File: src/rtl/dev_input_if.sv
`default_nettype none
// ============================================================================
// Module      : dev_input_if
// Description : CPU read-bus bundle for the input device.
//               en   - read strobe (qualifies read-to-clear side effects)
//               sel  - read-view select
//               dout - 32-bit read data returned by the device
//               irq  - level interrupt, high while any event is pending
//               master = CPU side, slave = device side.
// Revision    : 1.0 - initial release
// ============================================================================
interface dev_input_if;
  logic        en;
  logic [1:0]  sel;
  logic [31:0] dout;
  logic        irq;

  modport master (
    output en,
    output sel,
    input  dout,
    input  irq
  );

  modport slave (
    input  en,
    input  sel,
    output dout,
    output irq
  );
endinterface
`default_nettype wire

File: src/rtl/dev_input.sv
`default_nettype none
// ============================================================================
// Module      : dev_input
// Description : CPU-readable input device. Raw switches and push-buttons are
//               synchronised (2 flops) and debounced per bit. Rising edges of
//               the debounced buttons set sticky event flags and bump a
//               saturating press counter. Four 32-bit read views are selected
//               by sel; a strobed read of the event or counter view clears it.
// Ports       : clk     - system clock, rising edge
//               rst     - asynchronous, active-low reset
//               sw_raw  - raw switch pins (async to clk)
//               btn_raw - raw button pins (async, active-high)
//               bus     - read bus (en, sel in; dout, irq out)
// Revision    : 1.0 - initial release
// ============================================================================
module dev_input #(
  parameter int SW_W      = 16,
  parameter int BTN_W     = 4,
  parameter int DB_CYCLES = 4,
  parameter int CNT_W     = 8
) (
  input  logic             clk,
  input  logic             rst,
  input  logic [SW_W-1:0]  sw_raw,
  input  logic [BTN_W-1:0] btn_raw,
  dev_input_if.slave       bus
);

  // Switches and buttons share one synchroniser/debounce datapath;
  // switches occupy the low bits, buttons the high bits.
  localparam int c_in_w = SW_W + BTN_W;
  localparam int c_db_w = $clog2(DB_CYCLES);

  localparam logic [c_db_w-1:0] c_db_last = c_db_w'(DB_CYCLES - 1);
  localparam logic [c_db_w-1:0] c_db_one  = c_db_w'(1);
  localparam logic [CNT_W-1:0]  c_cnt_max = '1;
  localparam logic [CNT_W-1:0]  c_cnt_one = CNT_W'(1);
  localparam logic [31:0]       c_default_view = 32'h1111_1111;

  localparam logic [1:0] c_sel_sw  = 2'b00;
  localparam logic [1:0] c_sel_evt = 2'b01;
  localparam logic [1:0] c_sel_cnt = 2'b10;

  // --------------------------------------------------------------------------
  // State
  // --------------------------------------------------------------------------
  logic [c_in_w-1:0] sync1_q, sync1_d;
  logic [c_in_w-1:0] sync2_q, sync2_d;
  logic [c_in_w-1:0] stable_q, stable_d;
  logic [c_db_w-1:0] db_cnt_q [c_in_w];
  logic [c_db_w-1:0] db_cnt_d [c_in_w];
  logic [BTN_W-1:0]  btn_prev_q, btn_prev_d;
  logic [BTN_W-1:0]  evt_q, evt_d;
  logic [CNT_W-1:0]  cnt_q, cnt_d;
  logic              irq_q, irq_d;

  logic [c_in_w-1:0] raw_w;
  logic [SW_W-1:0]   sw_stable_w;
  logic [BTN_W-1:0]  btn_stable_w;
  logic [BTN_W-1:0]  rise_w;
  logic              clr_evt_w;
  logic              clr_cnt_w;
  logic [31:0]       dout_w;

  assign raw_w        = {btn_raw, sw_raw};
  assign sw_stable_w  = stable_q[SW_W-1:0];
  assign btn_stable_w = stable_q[c_in_w-1:SW_W];

  // --------------------------------------------------------------------------
  // Synchroniser
  // --------------------------------------------------------------------------
  always_comb begin
    sync1_d = raw_w;
    sync2_d = sync1_q;
  end

  // --------------------------------------------------------------------------
  // Debounce: a bit only follows its synchronised input after DB_CYCLES
  // consecutive mismatching samples; any return to the stable value
  // restarts the count.
  // --------------------------------------------------------------------------
  always_comb begin
    stable_d = stable_q;
    for (int i = 0; i < c_in_w; i++) begin
      db_cnt_d[i] = '0;
      if (sync2_q[i] != stable_q[i]) begin
        if (db_cnt_q[i] == c_db_last) begin
          stable_d[i] = sync2_q[i];
          db_cnt_d[i] = '0;
        end else begin
          db_cnt_d[i] = db_cnt_q[i] + c_db_one;
        end
      end
    end
  end

  // --------------------------------------------------------------------------
  // Event capture and read-to-clear
  // --------------------------------------------------------------------------
  assign rise_w    = btn_stable_w & ~btn_prev_q;
  assign clr_evt_w = bus.en && (bus.sel == c_sel_evt);
  assign clr_cnt_w = bus.en && (bus.sel == c_sel_cnt);

  always_comb begin
    btn_prev_d = btn_stable_w;

    // New edges are OR-ed in after the clear so a set always wins.
    evt_d = (clr_evt_w ? '0 : evt_q) | rise_w;

    cnt_d = cnt_q;
    if (clr_cnt_w) begin
      cnt_d = (|rise_w) ? c_cnt_one : '0;
    end else if ((|rise_w) && (cnt_q != c_cnt_max)) begin
      cnt_d = cnt_q + c_cnt_one;
    end

    // Registered from the next event state so irq tracks evt exactly
    // and never glitches.
    irq_d = |evt_d;
  end

  // --------------------------------------------------------------------------
  // Registers
  // --------------------------------------------------------------------------
  always_ff @(posedge clk or negedge rst) begin
    if (!rst) begin
      sync1_q    <= '0;
      sync2_q    <= '0;
      stable_q   <= '0;
      for (int i = 0; i < c_in_w; i++) begin
        db_cnt_q[i] <= '0;
      end
      btn_prev_q <= '0;
      evt_q      <= '0;
      cnt_q      <= '0;
      irq_q      <= 1'b0;
    end else begin
      sync1_q    <= sync1_d;
      sync2_q    <= sync2_d;
      stable_q   <= stable_d;
      for (int i = 0; i < c_in_w; i++) begin
        db_cnt_q[i] <= db_cnt_d[i];
      end
      btn_prev_q <= btn_prev_d;
      evt_q      <= evt_d;
      cnt_q      <= cnt_d;
      irq_q      <= irq_d;
    end
  end

  // --------------------------------------------------------------------------
  // Read views
  // --------------------------------------------------------------------------
  always_comb begin
    dout_w = '0;
    case (bus.sel)
      c_sel_sw:  dout_w = 32'(sw_stable_w);
      c_sel_evt: dout_w = 32'(evt_q);
      c_sel_cnt: begin
        dout_w     = 32'(cnt_q);
        dout_w[31] = irq_q;
      end
      default:   dout_w = c_default_view;
    endcase
  end

  assign bus.dout = dout_w;
  assign bus.irq  = irq_q;

endmodule
`default_nettype wire

File: src/flat_wrapper.sv
// flat-port wrapper written by rule: the top's interface ports become plain ports
module dev_input_flat 
#(
  parameter int SW_W      = 16,
  parameter int BTN_W     = 4,
  parameter int DB_CYCLES = 4,
  parameter int CNT_W     = 8
)
  (clk, rst, sw_raw, btn_raw, bus_en, bus_sel, bus_dout, bus_irq);
  dev_input_if bus_i ();
  input  logic clk;
  input  logic rst;
  input  logic [SW_W-1:0] sw_raw;
  input  logic [BTN_W-1:0] btn_raw;
  input wire logic [$bits(bus_i.en)-1:0] bus_en;
  input wire logic [$bits(bus_i.sel)-1:0] bus_sel;
  output wire logic [$bits(bus_i.dout)-1:0] bus_dout;
  output wire logic [$bits(bus_i.irq)-1:0] bus_irq;
  assign bus_i.en = bus_en;
  assign bus_i.sel = bus_sel;
  assign bus_dout = bus_i.dout;
  assign bus_irq = bus_i.irq;
  dev_input #(.SW_W(SW_W), .BTN_W(BTN_W), .DB_CYCLES(DB_CYCLES), .CNT_W(CNT_W)) u_core (.clk(clk), .rst(rst), .sw_raw(sw_raw), .btn_raw(btn_raw), .bus(bus_i));
endmodule
File: config.mk
export PLATFORM = sky130hd
export DESIGN_NAME = dev_input_flat
export DESIGN_NICKNAME = d
export VERILOG_FILES = /design/src/rtl/dev_input_if.sv /design/src/rtl/dev_input.sv /design/src/flat_wrapper.sv
export SDC_FILE = /design/constraint.sdc
export NUM_CORES = 1
export LEC_CHECK = 0
export ABC_AREA = 1
export CAP_MARGIN = 30
export CORE_UTILIZATION = 50
export CTS_CLUSTER_SIZE = 14
export DETAILED_ROUTE_END_ITERATION = 16
export PLACE_DENSITY = 0.76
export SLEW_MARGIN = 20
export SYNTH_ARGS = -nofsm -noshare
export SYNTH_HDL_FRONTEND = slang
export SYNTH_SLANG_ARGS = --single-unit
File: constraint.sdc
create_clock -name clk -period 1.5 [get_ports clk]
set_input_delay 0.375 -clock clk [delete_from_list [all_inputs] [get_ports clk]]
set_output_delay 0.375 -clock clk [all_outputs]
set_load 0.02 [all_outputs]
After elaboration in Yosys (flattened, before gate mapping)
Cells that the tools add are included.

Bits of input ports: 25. Word-level logic and storage cells: 185. Register bits after elaboration: 117.

$add $sub $neg: 21. Reduce and logical (&&, ||, !) cells: 27. Eq/ne operators: 43. Muxes and demuxes: 45. Bitwise logic cells: 3.

Operators by type and width (number): 32-bit one-hot mux with 3 select lines (1); 2-bit 2-to-1 mux (40); 2-bit equality test (second input constant) (21); 2-bit by 1-bit adder with 2-bit output (second input constant) (20); 2-bit AND reduction (20); 1-bit inequality test (20); 8-bit 2-to-1 mux (2); 8-bit by 1-bit adder with 8-bit output (second input constant) (1); 8-bit inequality test (second input constant) (1); 4-bit OR reduction (2); 4-bit bitwise AND (1); 4-bit 2-to-1 mux (1); 4-bit inverter (1); 4-bit OR (1); 1-bit logical AND (3); 2-bit by 1-bit equality test with 1-bit output (second input constant) (1); 2-bit logical NOT (1); 2-bit nonzero test (1); 1-bit 2-to-1 mux (1).

Longest topological paths before layout
Depth in word-level cells: 6. Mapped depth: 10. Depth with buffers taken out: 9.

Worst setup path before layout
OpenSTA, ideal clock, no wires.

Kind: input port to output port. Start: input port bus_sel[0]. End: output port bus_dout[10]. Path slack: -0.334 ns. Buffers on the path: 1. Data required time: 1.125 ns. Arrival time: 1.459 ns. Cell stages on the path: 3. Path through: ha_1 -> buf_1 -> nor3_1.

Cells in the longest elaborated chain, start to end: 2. Elaborated cells on any way between the ends: 4. Classes of those cells: eq/ne: 2; mux: 1; reduce/logical: 1.

RTL lines: start: declaration (RTL line flat_wrapper.sv:16) `input wire logic [$bits(bus_i.sel)-1:0] bus_sel;`; 2-bit equality test, or another cell as far along (RTL line dev_input.sv:156) `case (bus.sel)`; 32-bit one-hot mux with 3 select lines * (RTL line dev_input.sv:156); end: declaration (RTL line flat_wrapper.sv:17) `output wire logic [$bits(bus_i.dout)-1:0] bus_dout;`.

Every way passes the cells marked *; elsewhere a longest branch is shown, timed or not.

Worst setup path in the final report
Start: register u_core.stable_q[1]. End: output port bus_dout[1].

Cells in the longest elaborated chain, start to end: 1.

RTL lines: start: declaration (RTL line dev_input.sv:49) `logic [c_in_w-1:0] stable_q, stable_d;`; start signal: assignment (RTL line dev_input.sv:140) `stable_q <= stable_d;`; 32-bit one-hot mux with 3 select lines (RTL line dev_input.sv:156).

Every way passes these cells.

==> flow_summary.json <==
{
  "r2r_setup_slack_ns": -0.02,
  "grt_max_degree": 82,
  "setup_tns_ns": -2.02,
  "path_class": "flip-flop to output port",
  "min_path_type": "primary input to flip-flop",
  "min_delay_path_depth": 1,
  "cp.arrival_ns": 1.32,
  "cts_buffers": 17,
  "r2r-end": "u_core.cnt_q[7]",
  "yosysWarnings": 0,
  "rr_worst_depth": 9,
  "p_total_mw": 12.3,
  "fin_crit_sh_pct": 113,
  "final_common_cell": "dfrtp_1",
  "grt_pass1_wl_um": 15800,
  "worst_slack_ns": -0.195,
  "insertion_delay_ns": 0.51,
  "place_congestion": 0.820,
  "min_from": "btn_raw[2]",
  "rsz0062_at_grt": "yes",
  "peakVddDrop_uv": 1060,
  "finClkSkew_ns": 0.00519,
  "clkSinkCount": 117,
  "cp-start-kind": "flip-flop",
  "start_util_pct": 52.5,
  "layout_common_cells": "dfrtp_1 (117), nand2_1 (66), buf_4 (46)",
  "viasPerCell": 5.02,
  "nNetsFinal": 576,
  "first_pass_iters": 13,
  "synth_compound_area_share_pct": 3.74,
  "cp_max_fo": 2,
  "setup_viol": 20,
  "ys_ff_latch": 117,
  "synthAdderAreaFrac_pct": 6.73,
  "status": "finished, violations left",
  "ios": 58,
  "synth_top_family_by_area": "simple AND/OR/NAND/NOR gates",
  "yosysUniqueCellTypes": 29,
  "netlist_area_um2": 4650,
  "grt_overflow_total": 0,
  "drtIter0Drc": 147,
  "fp.dieH_um": 98.4,
  "n_antenna_cell": 0,
  "final_layout_size_suffix_gt1_share_pct": 29.9,
  "place_hpwl_um": 5860,
  "placed_cells": 604,
  "row_count": 34,
  "worstPathRequired_ns": 1.12,
  "fin_hold_ws_ns": 0.298,
  "path_clk_slew_ns": 0.06,
  "grt_antenna_before_repair": 0,
  "fin_util_pct": 72.6,
  "grt_pass1_vias": 3349,
  "vias": 3245,
  "violations": "design-rule violations, negative setup slack",
  "layout_min_cycle_time_ns": 1.69,
  "fin_cells": 647,
  "core_um2": 8850,
  "max_freq_mhz": 590,
  "avgSynthCellArea_um2": 11.1,
  "leakage_nw": 3.13,
  "synth_mux_area_share_pct": 1.70,
  "endpoint_kind": "output port",
  "drc": 1,
  "ant_nets": 0,
  "grt_util_all_layers_pct": 21.7,
  "cts_root_buf": "clkbuf_8",
  "clock_path_buffers": 2,
  "cts_tree": "yes",
  "reg2reg_from": "u_core.cnt_q[0]",
  "hold_end": "u_core.sync1_q[18]",
  "synth-simple-area-share_pct": 13.9,
  "h-tree-depth": 4,
  "maxCapViolations": 0,
  "syn2layout_area_growth_pct": 38.2,
  "finalHoldViolCount": 0,
  "dieWidth_um": 98.4,
  "die_area_um2": 9680,
  "finalMaxSlewViolations": 0,
  "wl_per_cell_um": 15.0,
  "routed_wirelength_um": 9720,
  "synth_xor_area_share_pct": 4.15,
  "n_fill_cell": 573,
  "power_density_nw_per_um2": 1910,
  "seq_area_frac_synth_pct": 63.0,
  "syn_inst": 420,
  "portBuffers": 46
}
[critical path: stages, from the launching register on]
cell,delay (ns)
dfrtp_1,0.35
inv_2,0.05
o211ai_1,0.17
nand2_1,0.09
inv_2,0.06
buf_6,0.10
[metal layers]
layer | part of all wire [%] | vias to the layer above | global-route usage (%)
met5 | 0 | - | 0
met4 | 2.1 | 0 | 9.41
met3 | 4.1 | 21 | 6.59
met2 | 53 | 104 | 37.5
met1 | 41 | 1586 | 25.1
li1 | - | 1534 | -
[flip-flops by register name, summed over array words and instances (netlist names)]
register,count
u_core.evt_q,4
u_core.db_cnt_q,40
u_core.sync2_q,20
u_core.sync1_q,20
u_core.btn_prev_q,4
u_core.cnt_q,8
u_core.stable_q,20
u_core.bus.irq,1
[logic make-up after synthesis]
logic type               after synthesis
buffers and inverters                 68
AND/OR/NAND/NOR                      150
multiplexers                           7
XOR/XNOR                              22
flip-flops                           117
adder cells (fa/ha/maj)               25
other                                  1
AO/OA/AOI/OAI                         30
[power by group]
part	leakage [nW]	internal [mW]	switching (mW)
clock network	0.280	2.58	1.48
registers	1.43	4.07	0.546
logic	1.42	1.68	1.93
[per-stage QoR]
| stage | setup WS, ns | instance area [µm²] |
|---|---|---|
| 2_1_floorplan | -0.0386 | 4860 |
| 3_3_place_gp | -1.08 | 5630 |
| 3_5_place_dp | -1.13 | 5630 |
| 4_1_cts | -0.222 | 6350 |
| 5_1_grt | -0.289 | 6420 |
| 6_report | -0.195 | 6420 |
[how the worst max path moves through the flow]
stage,from,end,slack [ns]
global placement,bus_sel[1],bus_dout[8],-1.08
detailed placement,bus_sel[0],bus_dout[0],-1.13
CTS,u_core.stable_q[2],bus_dout[2],-0.22
floorplan,bus_sel[1],bus_dout[0],-0.04
global route,u_core.stable_q[1],bus_dout[1],-0.29
finish,u_core.stable_q[1],bus_dout[1],-0.19
[layout make-up]
class                           count  area (µm²)  share of cell area [%]
Tap cell                          108         135                    2.10
Sequential cell                   117        2930                    45.6
Multi-Input combinational cell    246        1670                    26.0
Timing Repair Buffer               94         873                    13.6
Inverter                           50         213                    3.31
Clock inverter                     14         176                    2.75
Clock buffer                       18         428                    6.66
[what timing repair did]
| action | in CTS | in global routing |
|---|---|---|
| setup endpoints to repair | 28 | 26 |
| hold buffers | 1 | 0 |
| resized for setup | 161 | 10 |
| cloned | 1 | 1 |
| pin swaps | 16 | 8 |
| setup buffers | 5 | 4 |
| hold endpoints to repair | 117 | 0 |
[Yosys cell counts (all sizes together)]
| cell | instances | area [µm²] |
|---|---|---|
| a21oi | 5 | 25.0 |
| buf | 17 | 119 |
| clkbuf | 1 | 3.75 |
| conb | 1 | 3.75 |
| dfrtp | 117 | 2930 |
| ha | 25 | 313 |
| inv | 50 | 188 |
| mux2 | 7 | 78.8 |
| nand2 | 77 | 304 |
| nand3 | 14 | 75.1 |
| nand3b | 1 | 7.51 |
| nand4 | 1 | 6.26 |
| nor2 | 29 | 111 |
| nor3 | 26 | 130 |
| o211ai | 4 | 30.0 |
| o21a | 1 | 7.51 |
| o21ai | 20 | 111 |
| or2 | 2 | 12.5 |
| xnor2 | 20 | 175 |
| xor2 | 2 | 17.5 |
No activity file was read; power rests on OpenSTA's default activity.
==> variant (same settings) <==
`DB_CYCLES` is set to 4 in 2 places; all go to 8.
--- a/src/rtl/dev_input.sv
+++ b/src/rtl/dev_input.sv
@@ -17,5 +17,5 @@
   parameter int SW_W      = 16,
   parameter int BTN_W     = 4,
-  parameter int DB_CYCLES = 4,
+  parameter int DB_CYCLES = 8,
   parameter int CNT_W     = 8
 ) (
--- a/src/flat_wrapper.sv
+++ b/src/flat_wrapper.sv
@@ -4,5 +4,5 @@
   parameter int SW_W      = 16,
   parameter int BTN_W     = 4,
-  parameter int DB_CYCLES = 4,
+  parameter int DB_CYCLES = 8,
   parameter int CNT_W     = 8
 )
Behaviour: not the same (Yosys sat finds a counterexample within 10 cycles, from zero or initial values and one cycle with rst low).
==> variant against the original RTL <==
The run ends with setup timing left. Largest power group unchanged. Cell area increased by 17%. Sequential cell count increased by 20. Critical path type unchanged. Critical endpoint is now bus_dout[2]. Non-clock buffer count increased by 17. Synthesized area rose by 19%. Wire length grew 10%. Cell count grew 18%. Worst setup slack lost 0.044 ns. Power rose by 8.3%. Die area increased by 19%.
==> variant: results (changes against the original RTL) <==
cts_setup_buffers: 8  # was 5
dp_hpwl_um: 7000  # was 5860 um
syn2layout_area_growth_pct: 34.9  # was 38.2%
clk_latency_ns: 0.53  # was 0.51 ns
htree_levels: 4  # unchanged
final-hold-violation-count: 0  # unchanged
slew_violations: 0  # unchanged
setup_slack_ns: -0.239  # was -0.195 ns
layout-drive-gt1-share: 0.284  # was 0.299
io_buffer_count: 46  # unchanged
first_global_vias: 3922  # was 3,349
drt_iter0_markers: 153  # was 147
async_flop_share: 1.00  # unchanged
crit_path_max_fanout: 2  # unchanged
arrival_ns: 1.36  # was 1.32 ns
largest_register: "u_core.db_cnt_q"  # unchanged
setup_viol: 18  # was 20
routed_via_density: 4.87  # was 5.02
synth-seq-area-share: 0.618  # was 0.630
leakagePower_uw: 0.00372  # was 0.00313 uW
synth_commonest_cells: "dfrtp_1, nand2_1, inv_1"  # unchanged
dp_cells: 713  # was 604
fin_area_um2: 7490  # was 6420 um2
grtUsageTotal: 0.211  # was 0.217
finalNetCount: 681  # was 576
fin_skew_ns: 0.00527  # was 0.00519 ns
place.gp.congestion: 0.839  # was 0.820
drt-total-wl_um: 10700  # was 9720 um
firstDrtPassIters: 4  # was 13
cp_slowest_cell: "dfrtp_1"  # unchanged
dpl_worst_slack_ns: -1.15  # was -1.13 ns
postCtsHoldBufs: 1  # unchanged
irDropWorstVdd_uv: 1130  # was 1060 uV
violations: "setup timing"  # was DRC, setup timing
hold_class: "in2async"  # was in2reg
status: "complete, but fails checks"  # unchanged
cts_resized: 158  # was 161
dpl-instance-area_um2: 6580  # was 5630 um2
cts.clk_slew.worst_paths_ns: 0.06  # about the same
largest_reg_flops: 60  # was 40
synth_cells: 489  # was 420
root_buffer: "clkbuf_8"  # unchanged
antenna_found_initial: 0  # unchanged
synthTopCellsByArea: "dfrtp_1, ha_1, nand2_1, inv_1, xnor2_1"  # unchanged
vias: 3719  # was 3,245
grt_pass1_wl_um: 17800  # was 15,800 um
tns_ns: -2.59  # was -2.02 ns
synth_cell_type_count: 27  # was 29
grt_max_degree: 52  # was 82
yosysWarnings: 0  # unchanged
antenna-diode-count: 0  # unchanged
[variant: routing by layer]
metal	GRT usage	wire, um	vias up
li1	-	-	1787
met1	0.227	4330	1840
met2	0.365	5720	72
met3	0.0781	391	20
met4	0.103	291	0
met5	0	0	-
[variant: logic make-up (layout without fill, tap and decap cells)]
kind of cell | count (synthesis) | in the layout | synth area share
buf+inv | 79 | 203 | 0.0636
simple gates | 168 | 168 | 0.137
compound gates | 31 | 31 | 0.0332
mux | 5 | 5 | 0.0101
xor+xnor | 23 | 23 | 0.0363
flops | 137 | 137 | 0.618
other cells | 1 | 11 | 0.000676
fa+ha+maj | 45 | 45 | 0.101
[variant: path summary, 6_finish.rpt]
path | from | endpoint | slack, ns | cells after the start
max in group asynchronous | rst | u_core.db_cnt_q[2] | 0.67 | 3
worst min register to register | u_core.sync1_q[11] | u_core.sync2_q[11] | 0.35 | 0
min in group clk | sw_raw[5] | u_core.sync1_q[5] | 0.29 | 1
worst max register to register | u_core.cnt_q[0] | u_core.cnt_q[5] | 0.11 | 9
worst min-delay path | rst | u_core.stable_q[13] | 0.28 | 2
worst max-delay path | u_core.stable_q[2] | bus_dout[2] | -0.24 | 5
[variant: final cells by class]
| class | instances | area (um2) |
|---|---|---|
| clock buffers | 19 | 432 |
| clock inverters | 12 | 150 |
| fillers | 760 | 3350 |
| inverters | 60 | 250 |
| multi-input cells | 283 | 2000 |
| flip-flops and latches | 137 | 3430 |
| well taps | 140 | 175 |
| repair buffers | 111 | 1040 |
| repair inverters | 1 | 8.76 |
[variant: power breakdown]
part           total (uW)  leakage (uW)  internal (uW)  switching (uW)
clock                4080      0.000280           2560            1520
sequential           5330       0.00175           4760             569
combinational        3900       0.00169           1850            2050
total               13300       0.00372           9170            4140
